==> src/rtl/sqw_pkg.sv <==
// rtl/sqw_pkg.sv - shared types and defaults for the square-wave input conditioner
// Purpose: FSM state encoding and default sizing used by sqw_input_conditioner
//          and sqw_glitch_filter.
// Contents: sqw_state_e (WAIT_EDGE, MEASURE), SQW_FILT_LEN, SQW_CNT_W, SQW_GLITCH_W.
package sqw_pkg;

  typedef enum logic [0:0] {
    WAIT_EDGE = 1'b0,
    MEASURE   = 1'b1
  } sqw_state_e;

  localparam int SQW_FILT_LEN = 4;
  localparam int SQW_CNT_W    = 17;
  localparam int SQW_GLITCH_W = 8;

endpackage

==> src/rtl/sqw_glitch_filter.sv <==
// rtl/sqw_glitch_filter.sv - synchroniser, run-length deglitcher and edge pulse generator
// Purpose: bring the raw pin into iClk, accept a level change only after FILT_LEN
//          consecutive differing samples, and flag each accepted change.
// Ports:
//   iClk, iRst_n  clock, asynchronous active-low reset
//   iRaw          raw asynchronous square-wave pin
//   oWave         clean level
//   oRise/oFall   one-cycle pulses coincident with the new oWave value
//   oGlitchCnt    saturating count of rejected glitches
// Build option: define SQW_GLITCH_CNT_EN to generate the glitch counter;
//               otherwise oGlitchCnt is tied to zero.
module sqw_glitch_filter
  import sqw_pkg::*;
#(
  parameter int FILT_LEN = SQW_FILT_LEN
) (
  input  logic                    iClk,
  input  logic                    iRst_n,
  input  logic                    iRaw,
  output logic                    oWave,
  output logic                    oRise,
  output logic                    oFall,
  output logic [SQW_GLITCH_W-1:0] oGlitchCnt
);

  // Run counter tops out at FILT_LEN-1: the sample that would make it FILT_LEN
  // toggles the level instead, so FILT_LEN=1 toggles on the first differing sample.
  localparam logic [3:0] RUN_LAST = 4'(FILT_LEN - 1);

  logic       s1;
  logic       s2;
  logic [3:0] runCnt;
  logic       differ;
  logic       toggle;
  logic       glitch;

  assign differ = (s2 != oWave);
  assign toggle = differ && (runCnt == RUN_LAST);
  // A partial run that collapses back to the current level is a rejected glitch.
  assign glitch = !differ && (runCnt != 4'd0);

  always_ff @(posedge iClk or negedge iRst_n) begin
    if (!iRst_n) begin
      s1     <= 1'b0;
      s2     <= 1'b0;
      runCnt <= 4'd0;
      oWave  <= 1'b0;
      oRise  <= 1'b0;
      oFall  <= 1'b0;
    end else begin
      s1    <= iRaw;
      s2    <= s1;
      oRise <= toggle && !oWave;
      oFall <= toggle && oWave;
      if (toggle) begin
        oWave  <= ~oWave;
        runCnt <= 4'd0;
      end else if (differ) begin
        runCnt <= runCnt + 4'd1;
      end else begin
        runCnt <= 4'd0;
      end
    end
  end

`ifdef SQW_GLITCH_CNT_EN
  always_ff @(posedge iClk or negedge iRst_n) begin
    if (!iRst_n) begin
      oGlitchCnt <= '0;
    end else if (glitch && (oGlitchCnt != {SQW_GLITCH_W{1'b1}})) begin
      oGlitchCnt <= oGlitchCnt + SQW_GLITCH_W'(1);
    end
  end
`else
  logic unusedGlitch;
  assign unusedGlitch = glitch;
  assign oGlitchCnt   = '0;
`endif

endmodule

==> src/rtl/sqw_input_conditioner.sv <==
// rtl/sqw_input_conditioner.sv - square-wave front end: clean level, edges and half-period
// Purpose: deglitch the raw square wave and measure the tick count between clean edges.
// Ports:
//   iClk, iRst_n  system clock, asynchronous active-low reset
//   isquareWave   raw square-wave pin (asynchronous)
//   oWave         filtered level; oRise/oFall one-cycle clean edge pulses
//   oHalfPeriod   ticks between the last two clean edges, held until next update
//   oValid        one-cycle strobe when oHalfPeriod/oLevel update
//   oLevel        level of the half-period just measured
//   oTimeout      set when a measurement saturates without an edge
//   oGlitchCnt    rejected-glitch count (live only with SQW_GLITCH_CNT_EN defined)
module sqw_input_conditioner
  import sqw_pkg::*;
#(
  parameter int FILT_LEN = SQW_FILT_LEN,
  parameter int CNT_W    = SQW_CNT_W
) (
  input  logic                    iClk,
  input  logic                    iRst_n,
  input  logic                    isquareWave,
  output logic                    oWave,
  output logic                    oRise,
  output logic                    oFall,
  output logic [CNT_W-1:0]        oHalfPeriod,
  output logic                    oValid,
  output logic                    oLevel,
  output logic                    oTimeout,
  output logic [SQW_GLITCH_W-1:0] oGlitchCnt
);

  localparam logic [CNT_W-1:0] CNT_MAX = {CNT_W{1'b1}};

  sqw_state_e       state;
  logic [CNT_W-1:0] cnt;
  logic             edgeHit;
  logic             cntSat;

  sqw_glitch_filter #(
    .FILT_LEN (FILT_LEN)
  ) uFilter (
    .iClk       (iClk),
    .iRst_n     (iRst_n),
    .iRaw       (isquareWave),
    .oWave      (oWave),
    .oRise      (oRise),
    .oFall      (oFall),
    .oGlitchCnt (oGlitchCnt)
  );

  assign edgeHit = oRise || oFall;
  assign cntSat  = (cnt == CNT_MAX);

  // cnt is 1 on the cycle after an edge, so it equals the edge spacing on the next edge.
  always_ff @(posedge iClk or negedge iRst_n) begin
    if (!iRst_n) begin
      cnt <= '0;
    end else if (edgeHit) begin
      cnt <= CNT_W'(1);
    end else if (!cntSat) begin
      cnt <= cnt + CNT_W'(1);
    end
  end

  always_ff @(posedge iClk or negedge iRst_n) begin
    if (!iRst_n) begin
      state       <= WAIT_EDGE;
      oHalfPeriod <= '0;
      oLevel      <= 1'b0;
      oValid      <= 1'b0;
      oTimeout    <= 1'b0;
    end else begin
      oValid <= 1'b0;
      case (state)
        WAIT_EDGE: begin
          // Start time of this edge is unknown, so it only arms the measurement.
          if (edgeHit) begin
            state    <= MEASURE;
            oTimeout <= 1'b0;
          end
        end
        MEASURE: begin
          // An edge on the saturation cycle is still a valid full-scale period.
          if (edgeHit) begin
            oHalfPeriod <= cnt;
            oLevel      <= ~oWave;
            oValid      <= 1'b1;
          end else if (cntSat) begin
            state    <= WAIT_EDGE;
            oTimeout <= 1'b1;
          end
        end
        default: state <= WAIT_EDGE;
      endcase
    end
  end

endmodule
==> config.mk <==
export PLATFORM = sky130hd
export DESIGN_NAME = sqw_input_conditioner
export DESIGN_NICKNAME = d
export VERILOG_FILES = /design/src/rtl/sqw_pkg.sv /design/src/rtl/sqw_glitch_filter.sv /design/src/rtl/sqw_input_conditioner.sv
export SDC_FILE = /design/constraint.sdc
export NUM_CORES = 1
export LEC_CHECK = 0
export ABC_AREA = 1
export CORE_ASPECT_RATIO = 0.8
export CORE_MARGIN = 5
export CORE_UTILIZATION = 43
export DETAILED_ROUTE_END_ITERATION = 6
export PLACE_DENSITY_LB_ADDON = 0.05
export SYNTH_ARGS = -nofsm -noshare
export SYNTH_HDL_FRONTEND = slang
export SYNTH_HIERARCHICAL = 1
export SYNTH_SLANG_ARGS = --single-unit
==> constraint.sdc <==
create_clock -name iClk -period 5.1 [get_ports iClk]
set_input_delay 1.02 -clock iClk [delete_from_list [all_inputs] [get_ports iClk]]
set_output_delay 1.02 -clock iClk [all_outputs]
set_load 0.05 [all_outputs]
; Yosys cells after proc, flatten, opt, wreduce, memory -nomap -nowiden
; Cells that the tools add are included.
[classes]
reduce_logical = 7
addsub = 2
n_eq_ne = 7
n_bitwise = 2
n_mux = 13
[op_table]
columns = operator, count
row1 = $mux W17, 2
row2 = $add A17 B1 Y17 const B, 1
row3 = $eq A17 B17 Y1 const B, 1
row4 = $mux W4, 2
row5 = $mux W1, 7
row6 = $ne A2 B2 Y1 const B, 3
row7 = $add A4 B1 Y4 const B, 1
row8 = $eq A4 B2 Y1 const B, 1
row9 = $pmux W1 S2, 2
row10 = $logic_and A1 B1 Y1, 3
row11 = $reduce_and A3 Y1, 1
row12 = $ne A2 B1 Y1 const B, 1
row13 = $not A1 Y1, 2
row14 = $reduce_and A2 Y1, 1
row15 = $logic_not A1 Y1, 1
row16 = $logic_or A1 B1 Y1, 1
row17 = $ne A1 B1 Y1, 1
[word_totals]
regBits = 47
out_inout_bits = 31
wordCells = 43
input_bits = 3

; Longest topological paths before layout
[depth]
word_depth = 4
ltp_mapped = 12
depth_no_buf = 12

; Hierarchy
; The synthesis kept the hierarchy.
[modules_own_cells]
columns = mod, n_inst, seq_area_each_um2, cells_each, area_each_um2
row1 = sqw_input_conditioner, 1, 950.9, 213, 1747.9
row2 = sqw_glitch_filter, 1, 225.2, 42, 417.9

; Worst setup path before layout
; Ideal clock, no wire load.
[synth_timing]
kind = reg-to-reg
startpoint = register cnt[4]
endpoint = register cnt[6]
path_stages_with_launch = 13
n_path_buf = 0
path_slack_ns = 3.330
required_time_ns = 4.986
arrival_ns = 1.656
synth_period_minus_slack_ns = 1.770
cell_sequence = dfrtp_1 nand2_1 inv_1 nand2_2 nor4b_1 ha_1 inv_2 nand2_1 nor2_2 nand2_1 nand2_1 nand3_1 inv_1
[synth_between]
elab_chain_cells = 3
word_cells_on_any_way = 5
cone_classes = add/sub: 1 / eq/ne: 2 / mux: 2
[synth_rtl]
columns = element, line_no
row1 = start: declaration, sqw_input_conditioner.sv:34  ; logic [CNT_W-1:0] cnt;
row2 = start signal: assignment, sqw_input_conditioner.sv:60  ; cnt <= cnt + CNT_W'(1);
row3 = $add A17 B1 Y17, sqw_input_conditioner.sv:60
row4 = $mux W17, sqw_input_conditioner.sv:59  ; end else if (!cntSat) begin
row5 = $mux W17, sqw_input_conditioner.sv:57  ; end else if (edgeHit) begin
; Parallel ways exist; a longest one is shown, timed or not. The select of a mux whose other input is x is not followed.
; A chain may end at the register's enable or synchronous reset.

; Worst setup path in the final report
[layout_timing]
startpoint = register uFilter.oWave
endpoint = output port oWave
[layout_rtl]
columns = element, line_no
row1 = start: declaration, sqw_glitch_filter.sv:20  ; output logic oWave,
row2 = start signal: assignment, sqw_glitch_filter.sv:56  ; oWave <= ~oWave;
row3 = end: declaration, sqw_input_conditioner.sv:21  ; output logic oWave,
; No word-level cell between the ends.

==> results.sh <==
export IMPL_setup_viol_count_final=0
export IMPL_finalHoldViolations=0
export IMPL_clk_insertion_delay_late_ns=0.30
export IMPL_dpl_cell_area_um2=2430
export IMPL_p_comb_share_pct=34.2
export IMPL_ctsLongestPathBuffers=2
export IMPL_cap_violations=0
export IMPL_synthDistinctLibCells=24
export IMPL_fin_crit_sh_pct=49.8
export IMPL_worstPathMaxFanout=5
export IMPL_drc_errors=0
export IMPL_cp_end_kind="primary output"
export IMPL_drtIter0Drc=67
export IMPL_io_buffers=25
export IMPL_synthArstFlopShare_pct=100
export IMPL_powerDensity_nw_per_um2=466
export IMPL_clkPwrFrac_pct=22.6
export IMPL_ioPinCount=34
export IMPL_synthCells=255
export IMPL_drive_gt1_share_pct=8.16
export IMPL_ant_nets=0
export IMPL_antenna_cells=0
export IMPL_rsz0062_at_grt="no"
export IMPL_cp_num_buf_inv=1
export IMPL_synthTopCellsByArea="dfrtp_1 (54%), nand2_1 (11%), o21ai_0 (6.2%), inv_1 (5.2%), nor2_1 (4.5%)"
export IMPL_power_switching_mw=0.468
export IMPL_synth_top_cells_by_count="nand2_1 (62), dfrtp_1 (47), inv_1 (30)"
export IMPL_grt_antenna_before_repair=0
export IMPL_ctsHoldBuffers=0
export IMPL_post_drt_via_cell_ratio=4.77
export IMPL_p_int_mw=0.714
export IMPL_initial_core_util_pct=43.8
export IMPL_cts_tree="yes"
export IMPL_cts_post_setup_buffers_inserted=0
export IMPL_tightest_slew_ns=0.845
export IMPL_ctsResizeCount=0
export IMPL_drtPass1Iterations=4
export IMPL_dp_hpwl_mm=3.08
export IMPL_die_w_um=89.3
export IMPL_synth_most_common_cell="nand2_1"
export IMPL_grt_use_total_pct=15.1
export IMPL_crit_required_ns=4.08
export IMPL_critPathTopFamily="buffers and inverters"
export IMPL_setup_tns_ns=0
export IMPL_worstHoldPathType="reg -> reg"
export IMPL_relSlewSlack_pct=43.6
export IMPL_crit_type="reg -> out"
export IMPL_cp_data_arrival_time_ns=1.52
export IMPL_overflow=0
export IMPL_die_area_um2=6570
export IMPL_yosys_warnings=6
export IMPL_cts_sinks=47
export IMPL_clk_pin_slew_ns=0.09
export IMPL_fp_coreArea_um2=4950
export IMPL_synth_top_cell_area_share_pct=54.3
export IMPL_p_seq_share_pct=43.2
export IMPL_synth_ff_type="dfrtp_1"
export IMPL_cts_root_buf="clkbuf_8"
export IMPL_finClkSkew_ns=0.00614
export IMPL_rows=23
export IMPL_dieHeight_um=73.5
export IMPL_synth_ff_latch_count=47
export IMPL_period_minus_slack_ns=2.54
export IMPL_synth_area_leader_cell="dfrtp_1"
export IMPL_cp_slowest_cell="clkdlybuf4s50_1"
export IMPL_area_growth_pct=17.2
export IMPL_globalplace_congestion=0.785
export IMPL_wirelength_mm=4.33
export IMPL_grt_pass1_wl_mm=7.54
export IMPL_crit_path_max_incr_delay_ns=0.82
export IMPL_ir_drop_v=0.000307
export IMPL_grt_start_max_net_pins=48
export IMPL_fin_util_pct=51.3
export IMPL_wl_per_cell_um=12.6
export IMPL_status="finished clean"
export IMPL_vias=1640
export IMPL_p_sw_share_pct=39.6
export IMPL_power_leakage_nw=1.20
export IMPL_reg2reg_setup_slack_ns=2.90
export IMPL_first_global_vias=1532
export IMPL_synth_area_per_cell_um2=8.49
export IMPL_cts_buffers=5
export IMPL_design_area_um2=2540
export IMPL_htreeDepth=2
export IMPL_fmax_mhz=394
export IMPL_ys_seq_area_share_pct=54.3
export IMPL_startpoint_type="flop"
export IMPL_slew_viol_final=0
export IMPL_syn_cell_area_um2=2170
export IMPL_synth_edff_count=0
export IMPL_nets=288
export IMPL_crit_chain="clkdlybuf4s50_1"
[metal layers]
| layer | global-route usage, % | part of all wire (%) | vias to the layer above |
|---|---|---|---|
| met5 | 0 | 0 | - |
| met2 | 21.0 | 41 | 27 |
| met3 | 3.48 | 3.9 | 8 |
| met1 | 22.3 | 53 | 770 |
| met4 | 6.45 | 2.0 | 0 |
| li1 | - | - | 835 |
[worst paths after layout]
check,start,end,cells past startpoint
max,uFilter/oWave,oWave,1
min,uFilter/s1,uFilter/s2,0
max reg2reg,cnt[4],cnt[6],12
min reg2reg,uFilter/s1,uFilter/s2,0
max in group asynchronous,iRst_n,oHalfPeriod[2],2
min in group asynchronous,iRst_n,oHalfPeriod[9],2
[cell families after synthesis]
| logic type | count (synthesis) | synth area share, % |
|---|---|---|
| AOI/OAI and AO/OA | 39 | 9.07 |
| other | 1 | 0.173 |
| DFF | 47 | 54.3 |
| buffers and inverters | 45 | 9.59 |
| xor gates and xnor gates | 1 | 0.404 |
| and+or+nand+nor | 119 | 24.7 |
| adders and majority gates | 3 | 1.73 |
[sequential cells by signal, indices dropped and copies added, names as in the netlist]
name            count
cnt                17
state               1
uFilter/oRise       1
uFilter/s1          1
uFilter/runCnt      4
oLevel              1
uFilter/oWave       1
oValid              1
oHalfPeriod        17
oTimeout            1
uFilter/s2          1
uFilter/oFall       1
[cell type report]
cell class	instances	area, µm²
well taps	62	77.6
inverters	32	120
clock buffers	6	72.6
clock inverters	1	30.0
repair buffers	26	253
fillers	501	2410
flip-flops and latches	47	1180
multi-input cells	170	808
[power by group through the flow]
| stage | Sequential, mW | Combinational (mW) | Clock (mW) |
|---|---|---|---|
| floorplan | 0.604 | 0.206 | 0 |
| global placement | 0.516 | 0.403 | 0 |
| detailed placement | 0.517 | 0.407 | 0 |
| CTS | 0.511 | 0.410 | 0.277 |
| global route | 0.522 | 0.451 | 0.291 |
| finish | 0.510 | 0.404 | 0.267 |
[cell usage in the layout (no fill, tap or decap), types with 3 or more instances in the layout]
master | netlist | layout
a21oi_1 | 8 | 8
clkbuf_8 | 0 | 5
clkdlybuf4s50_1 | 0 | 24
conb_1 | 1 | 8
dfrtp_1 | 47 | 47
ha_1 | 3 | 3
inv_1 | 30 | 30
nand2_1 | 62 | 62
nand2_2 | 4 | 4
nand3_1 | 10 | 10
nor2_1 | 26 | 26
nor2_2 | 5 | 5
nor2_4 | 3 | 3
nor3_1 | 3 | 3
o21ai_0 | 27 | 27
o21ai_1 | 3 | 3
[through the flow]
| stage | hold slack (ns) | instances | setup WS, ns | total power, mW |
|---|---|---|---|---|
| global route | 0.391 | 344 | 2.52 | 1.26 |
| floorplan | 0.331 | 262 | 3.33 | 0.810 |
| CTS | 0.375 | 344 | 2.54 | 1.20 |
| global placement | 0.331 | 337 | 2.88 | 0.919 |
| finish | 0.371 | 344 | 2.56 | 1.18 |
| detailed placement | 0.355 | 337 | 2.89 | 0.924 |
Power figures use the tool's default switching activity.
